$ cat src/rtl/reg_dump_if.sv
// Bundle of request and serial-output signals of the register dump path.
// Ports: start, regs_flat (to serializer); tx, busy, done, reg_idx (from serializer).
interface reg_dump_if #(
    parameter int NUM_REGS = 4,
    parameter int IDX_W    = (NUM_REGS > 1) ? $clog2(NUM_REGS) : 1
);
    logic                    start;
    logic [NUM_REGS*4-1:0]   regs_flat;
    logic                    tx;
    logic                    busy;
    logic                    done;
    logic [IDX_W-1:0]        reg_idx;

    modport master (
        output start, regs_flat,
        input  tx, busy, done, reg_idx
    );

    modport slave (
        input  start, regs_flat,
        output tx, busy, done, reg_idx
    );
endinterface

$ cat src/rtl/reg_dump_serializer.sv
// Snapshots NUM_REGS 4-bit registers on start and shifts them out as
// 6-bit UART-style frames (start, 4 data LSB first, stop) on bus.tx.
// Ports: clk, rst_n (async active-low), bus (slave side of reg_dump_if).
module reg_dump_serializer #(
    parameter int NUM_REGS     = 4,
    parameter int CLKS_PER_BIT = 4
) (
    input  logic       clk,
    input  logic       rst_n,
    reg_dump_if.slave  bus
);
    localparam int IDX_W = (NUM_REGS > 1) ? $clog2(NUM_REGS) : 1;
    localparam int CNT_W = (CLKS_PER_BIT > 1) ? $clog2(CLKS_PER_BIT) : 1;
    localparam logic [CNT_W-1:0] CNT_LAST = CNT_W'(CLKS_PER_BIT - 1);
    localparam logic [IDX_W-1:0] IDX_LAST = IDX_W'(NUM_REGS - 1);

    localparam logic [1:0] S_IDLE  = 2'd0;
    localparam logic [1:0] S_START = 2'd1;
    localparam logic [1:0] S_DATA  = 2'd2;
    localparam logic [1:0] S_STOP  = 2'd3;

    logic [1:0]            state_q, state_d;
    logic [CNT_W-1:0]      cnt_q, cnt_d;
    logic [1:0]            bit_q, bit_d;
    logic [IDX_W-1:0]      idx_q, idx_d;
    logic [NUM_REGS*4-1:0] shadow_q, shadow_d;
    logic                  tx_q, tx_d;
    logic                  busy_q, busy_d;
    logic                  done_q, done_d;
    logic [3:0]            nib;

    assign nib = shadow_q[{idx_q, 2'b00} +: 4];

    // tx is computed for the state being entered so it stays a pure flop
    always_comb begin
        state_d  = state_q;
        cnt_d    = cnt_q;
        bit_d    = bit_q;
        idx_d    = idx_q;
        shadow_d = shadow_q;
        tx_d     = tx_q;
        busy_d   = busy_q;
        done_d   = 1'b0;
        if (state_q == S_IDLE) begin
            if (bus.start) begin
                shadow_d = bus.regs_flat;
                idx_d    = '0;
                cnt_d    = '0;
                bit_d    = '0;
                state_d  = S_START;
                busy_d   = 1'b1;
                tx_d     = 1'b0;
            end
        end else if (cnt_q != CNT_LAST) begin
            cnt_d = cnt_q + 1'b1;
        end else begin
            cnt_d = '0;
            unique case (state_q)
                S_START: begin
                    state_d = S_DATA;
                    bit_d   = 2'd0;
                    tx_d    = nib[0];
                end
                S_DATA: begin
                    if (bit_q == 2'd3) begin
                        state_d = S_STOP;
                        tx_d    = 1'b1;
                    end else begin
                        bit_d = bit_q + 2'd1;
                        tx_d  = nib[bit_q + 2'd1];
                    end
                end
                S_STOP: begin
                    if (idx_q == IDX_LAST) begin
                        state_d = S_IDLE;
                        busy_d  = 1'b0;
                        done_d  = 1'b1;
                        idx_d   = '0;
                        tx_d    = 1'b1;
                    end else begin
                        state_d = S_START;
                        idx_d   = idx_q + 1'b1;
                        tx_d    = 1'b0;
                    end
                end
                default: begin
                    state_d = S_IDLE;
                    busy_d  = 1'b0;
                    tx_d    = 1'b1;
                end
            endcase
        end
    end

    always_ff @(posedge clk or negedge rst_n) begin
        if (!rst_n) begin
            state_q  <= S_IDLE;
            cnt_q    <= '0;
            bit_q    <= '0;
            idx_q    <= '0;
            shadow_q <= '0;
            tx_q     <= 1'b1;
            busy_q   <= 1'b0;
            done_q   <= 1'b0;
        end else begin
            state_q  <= state_d;
            cnt_q    <= cnt_d;
            bit_q    <= bit_d;
            idx_q    <= idx_d;
            shadow_q <= shadow_d;
            tx_q     <= tx_d;
            busy_q   <= busy_d;
            done_q   <= done_d;
        end
    end

    assign bus.tx      = tx_q;
    assign bus.busy    = busy_q;
    assign bus.done    = done_q;
    assign bus.reg_idx = idx_q;
endmodule
$ cat src/flat_wrapper.sv
// flat-port wrapper written by rule: the top's interface ports become plain ports
module reg_dump_serializer_flat 
#(
    parameter int NUM_REGS     = 4,
    parameter int CLKS_PER_BIT = 4
)
  (clk, rst_n, bus_start, bus_regs_flat, bus_tx, bus_busy, bus_done, bus_reg_idx);
  reg_dump_if #(.NUM_REGS(NUM_REGS)) bus_i ();
  input  logic clk;
  input  logic rst_n;
  input wire logic [$bits(bus_i.start)-1:0] bus_start;
  input wire logic [$bits(bus_i.regs_flat)-1:0] bus_regs_flat;
  output wire logic [$bits(bus_i.tx)-1:0] bus_tx;
  output wire logic [$bits(bus_i.busy)-1:0] bus_busy;
  output wire logic [$bits(bus_i.done)-1:0] bus_done;
  output wire logic [$bits(bus_i.reg_idx)-1:0] bus_reg_idx;
  assign bus_i.start = bus_start;
  assign bus_i.regs_flat = bus_regs_flat;
  assign bus_tx = bus_i.tx;
  assign bus_busy = bus_i.busy;
  assign bus_done = bus_i.done;
  assign bus_reg_idx = bus_i.reg_idx;
  reg_dump_serializer #(.NUM_REGS(NUM_REGS), .CLKS_PER_BIT(CLKS_PER_BIT)) u_core (.clk(clk), .rst_n(rst_n), .bus(bus_i));
endmodule
$ cat config.mk
export PLATFORM = sky130hd
export DESIGN_NAME = reg_dump_serializer_flat
export DESIGN_NICKNAME = d
export VERILOG_FILES = /design/src/rtl/reg_dump_if.sv /design/src/rtl/reg_dump_serializer.sv /design/src/flat_wrapper.sv
export SDC_FILE = /design/constraint.sdc
export NUM_CORES = 1
export LEC_CHECK = 0
export CELL_PAD_IN_SITES_DETAIL_PLACEMENT = 0
export CELL_PAD_IN_SITES_GLOBAL_PLACEMENT = 1
export CORE_MARGIN = 2
export CORE_UTILIZATION = 46
export CTS_BUF_LIST = sky130_fd_sc_hd__clkbuf_4
export DETAILED_ROUTE_END_ITERATION = 8
export DONT_BUFFER_PORTS = 1
export GPL_TIMING_DRIVEN = 0
export PLACE_DENSITY_LB_ADDON = 0.25
export SYNTH_ARGS = -nofsm -noshare
export SYNTH_HDL_FRONTEND = slang
export SYNTH_SLANG_ARGS = --single-unit
$ cat constraint.sdc
create_clock -name clk -period 1.9 [get_ports clk]
set_clock_uncertainty 0.15 [all_clocks]
set_input_delay 0.19 -clock clk [delete_from_list [all_inputs] [get_ports clk]]
set_output_delay 0.19 -clock clk [all_outputs]
set_load 0.03 [all_outputs]
==> flow_summary_export.csv <==
group,metric,value,unit
outcome,status,"finished with violations",
outcome,violations,"setup timing",
yosys,ys_warn_count,0,
power_and_ir_drop,power_density,1546,nW/um2
cells_and_area,fillers,246,
sta,slew_headroom,0.7515,
grt,track_usage,0.1854,
place,io_buffers,0,
sta,rsz0062_at_grt,"yes",
yosys,yosys.area.top_type_share,0.4586,
sta,fmax,0.5206,GHz
floorplanning,num_rows,20,
floorplanning,start_util,0.4725,
yosys,synth_cells,120,
worst_setup_path,cp_max_fo,3,
cells_and_area,drive_gt1_frac,0.3046,
clocking,h-tree-depth,1,
cells_and_area,utilization,0.5988,
yosys,synth_common_cells,"26 x dfrtp_1, 17 x mux2_2, 9 x ha_1, 7 x o21ai_0, 6 x inv_1",
yosys,synthDistinctLibCells,32,
place,place.gp.congestion,0.7246,
drt,dr.pass1.iters,4,
clocking,cts_root_buf,"clkbuf_4",
sta,setup_violations,1,
sta,slew_viol_final,0,
sta,hold_viol_final,0,
floorplanning,coreArea,3003,um2
grt,grt_max_degree,28,
grt,grt_pass1_wl,4878,um
grt,antenna_found_initial,0,
drt,avgViaCountPerCell,5.457,
floorplanning,io_pins,24,
yosys,seq_area_frac_synth,0.4771,
yosys,synth_flop_cell,"dfrtp_1",
run,cap_viol_max_count,0,
worst_setup_path,cp.arrival,2.04,ns
clocking,cts_buffers,3,
min_path,hold_path.class,"in2async",
clocking,clk_path_buf_depth,2,
worst_setup_path,cpMaxStageDelayCell,"mux4_2",
drt,wirelength,2908,um
worst_setup_path,ff2ff_setup_slack,-0.02,ns
floorplanning,fp.dieArea,3545,um2
yosys,yosysMostFrequentCell,"dfrtp_1",
worst_setup_path,required,2.02,ns
sta,worst_pin_slew,0.3728,ns
yosys,synthTopCellsByArea,"dfrtp_1 46%, mux2_2 13%, ha_1 7.9%, mux4_2 3.2%, o21ai_0 2.5%",
drt,wl_per_cell,15.80,um
cells_and_area,area.growth.synth_to_final,26.72,%
drt,ant_nets,0,
worst_setup_path,slowest_delay,0.54,ns
yosys,async_flop_share,1.000,
power_and_ir_drop,leakage,0.0007581,uW
clocking,cts.clk_slew.worst_paths,0.16,ns
worst_setup_path,reg2reg_from,"u_core.bus.reg_idx[0]$_DFFE_PN0P_",
power_and_ir_drop,power.total,2779,uW
worst_setup_path,crit_path_end_kind,"register",
floorplanning,die_h,59.54,um
worst_setup_path,critical_path_class,"reg2reg",
yosys,ys_ff_latch,27,
worst_setup_path,critPathLaunchType,"register",
clocking,cts.sinks,27,
cells_and_area,num_antenna_cells,0,
yosys,synth_area_per_cell,11.82,um2
clocking,clk_latency,0.33,ns
worst_setup_path,critical_path.cell_chain,"buf_6, mux4_2, a2111oi_4, o32a_1, o21ai_1",
worst_setup_path,r2r-end,"u_core.bus.tx$_DFFE_PN1P_",
yosys,yosysTopAreaCell,"dfrtp_1",
yosys,synth_edf_count,0,
drt,route.detailed.drc,0,
cells_and_area,nets,180,
place,dp_hpwl,1949,um
drt,drt_iter0_drc,30,
power_and_ir_drop,ir_worst_vdd,0.7412,mV
yosys,syn-num-nets,148,
yosys,synth_area,1419,um2
drt,vias,1004,
sta,period_share,1.011,
grt,first_global_vias,1052,
floorplanning,die_x,59.54,um
sta,period_needed,1.921,ns
sta,timing.final.ws_setup,-0.02079,ns
clocking,cts_tree,"done",
grt,grt.overflow.total,0,
worst_setup_path,ff2ff_path_depth,5,
==> registers in the layout (all words and copies together), names as in the netlist <==
name / count
u_core.shadow_q: 16
u_core.bit_q: 2
u_core.bus.reg_idx: 2
u_core.cnt_q: 2
u_core.state_q: 2
u_core.bus.busy: 1
u_core.bus.done: 1
u_core.bus.tx: 1
==> metal layers <==
metal | GRT usage | vias up | wire, um
li1 | - | 497 | -
met1 | 0.2566 | 489 | 1342
met2 | 0.2951 | 16 | 1470
met3 | 0.02402 | 2 | 77
met4 | 0.07302 | 0 | 17
met5 | 0 | - | 0
==> worst max-delay path, delay by kind of cell (launching register included) <==
kind                   cells  cell delay, ns
buffers and inverters      1            0.14
multiplexers               1            0.54
AO/OA/AOI/OAI              3            0.53
flip-flops                 1            0.51
==> through the flow <==
| step | setup slack [ns] | std cells | cell area (um2) | hold slack [ns] | setup TNS [ns] |
|---|---|---|---|---|---|
| after floorplan | -0.003165 | 120 | 1421 | -0.2556 | -0.003165 |
| after global placement | -0.2514 | 153 | 1463 | -0.2550 | -2.555 |
| after detailed placement | -0.2886 | 153 | 1463 | -0.2549 | -3.252 |
| after CTS | -0.06254 | 179 | 1743 | 0.1094 | -0.06254 |
| after global routing | -0.09651 | 184 | 1798 | 0.1146 | -0.1200 |
| final | -0.02079 | 184 | 1798 | 0.1185 | -0.02079 |
==> final cells by class <==
type,count,area (um2),share of cell area
plain buffers,5,46.29,0.02575
clock buffers,3,22.52,0.01253
clock inverters,1,7.507,0.004175
inverters,6,22.52,0.01253
multi-input cells,82,718.2,0.3994
flip-flops and latches,27,679.4,0.3779
well taps,33,41.29,0.02296
repair buffers,27,260.3,0.1447
==> report_power, final <==
| part | internal (uW) | total, uW | switching (uW) |
|---|---|---|---|
| registers | 855 | 1090 | 238 |
| logic | 775 | 1430 | 651 |
| clock network | 80.6 | 260 | 179 |
| total | 1710 | 2780 | 1070 |
==> cells in the final DEF (no fill, tap or decap), drive strengths merged, types with 3 or more instances in the layout <==
cell / Yosys / routed
nor2: 3 / 3
a21oi: 3 / 3
nor2b: 5 / 5
inv: 6 / 6
nand2b: 3 / 3
o21ai: 11 / 11
dlygate4sd3: 0 / 18
buf: 3 / 13
dfrtp: 26 / 26
mux2: 18 / 18
mux2i: 3 / 3
clkbuf: 2 / 4
o22ai: 3 / 3
nand2: 5 / 5
ha: 9 / 9
==> logic make-up after synthesis <==
family	count (synthesis)	share of synthesized area
fa+ha+maj	9	0.07937
simple gates	24	0.09171
buf+inv	11	0.03616
compound gates	26	0.1199
mux	23	0.1958
flops	27	0.4771
==> timing repair <==
action / CTS / global route
pin swaps: 3 / 2
setup buffers: 3 / 5
hold buffers: 19 / 0
endpoints found under the setup margin: 22 / 4
gates resized for setup: 8 / 6
hold endpoints to repair: 48 / 0
==> worst max path at each step <==
stage | startpoint | end
after global routing | u_core.bus.reg_idx[0]$_DFFE_PN0P_ | u_core.bus.tx$_DFFE_PN1P_
after detailed placement | u_core.state_q[0]$_DFFE_PN0P_ | u_core.shadow_q[1]$_DFFE_PN0P_
after global placement | u_core.state_q[0]$_DFFE_PN0P_ | u_core.shadow_q[2]$_DFFE_PN0P_
final | u_core.bus.reg_idx[0]$_DFFE_PN0P_ | u_core.bus.tx$_DFFE_PN1P_
after floorplan | u_core.bus.reg_idx[0]$_DFFE_PN0P_ | u_core.bus.tx$_DFFE_PN1P_
after CTS | u_core.bus.reg_idx[0]$_DFFE_PN0P_ | u_core.bus.tx$_DFFE_PN1P_
Power figures use the tool's default switching activity.
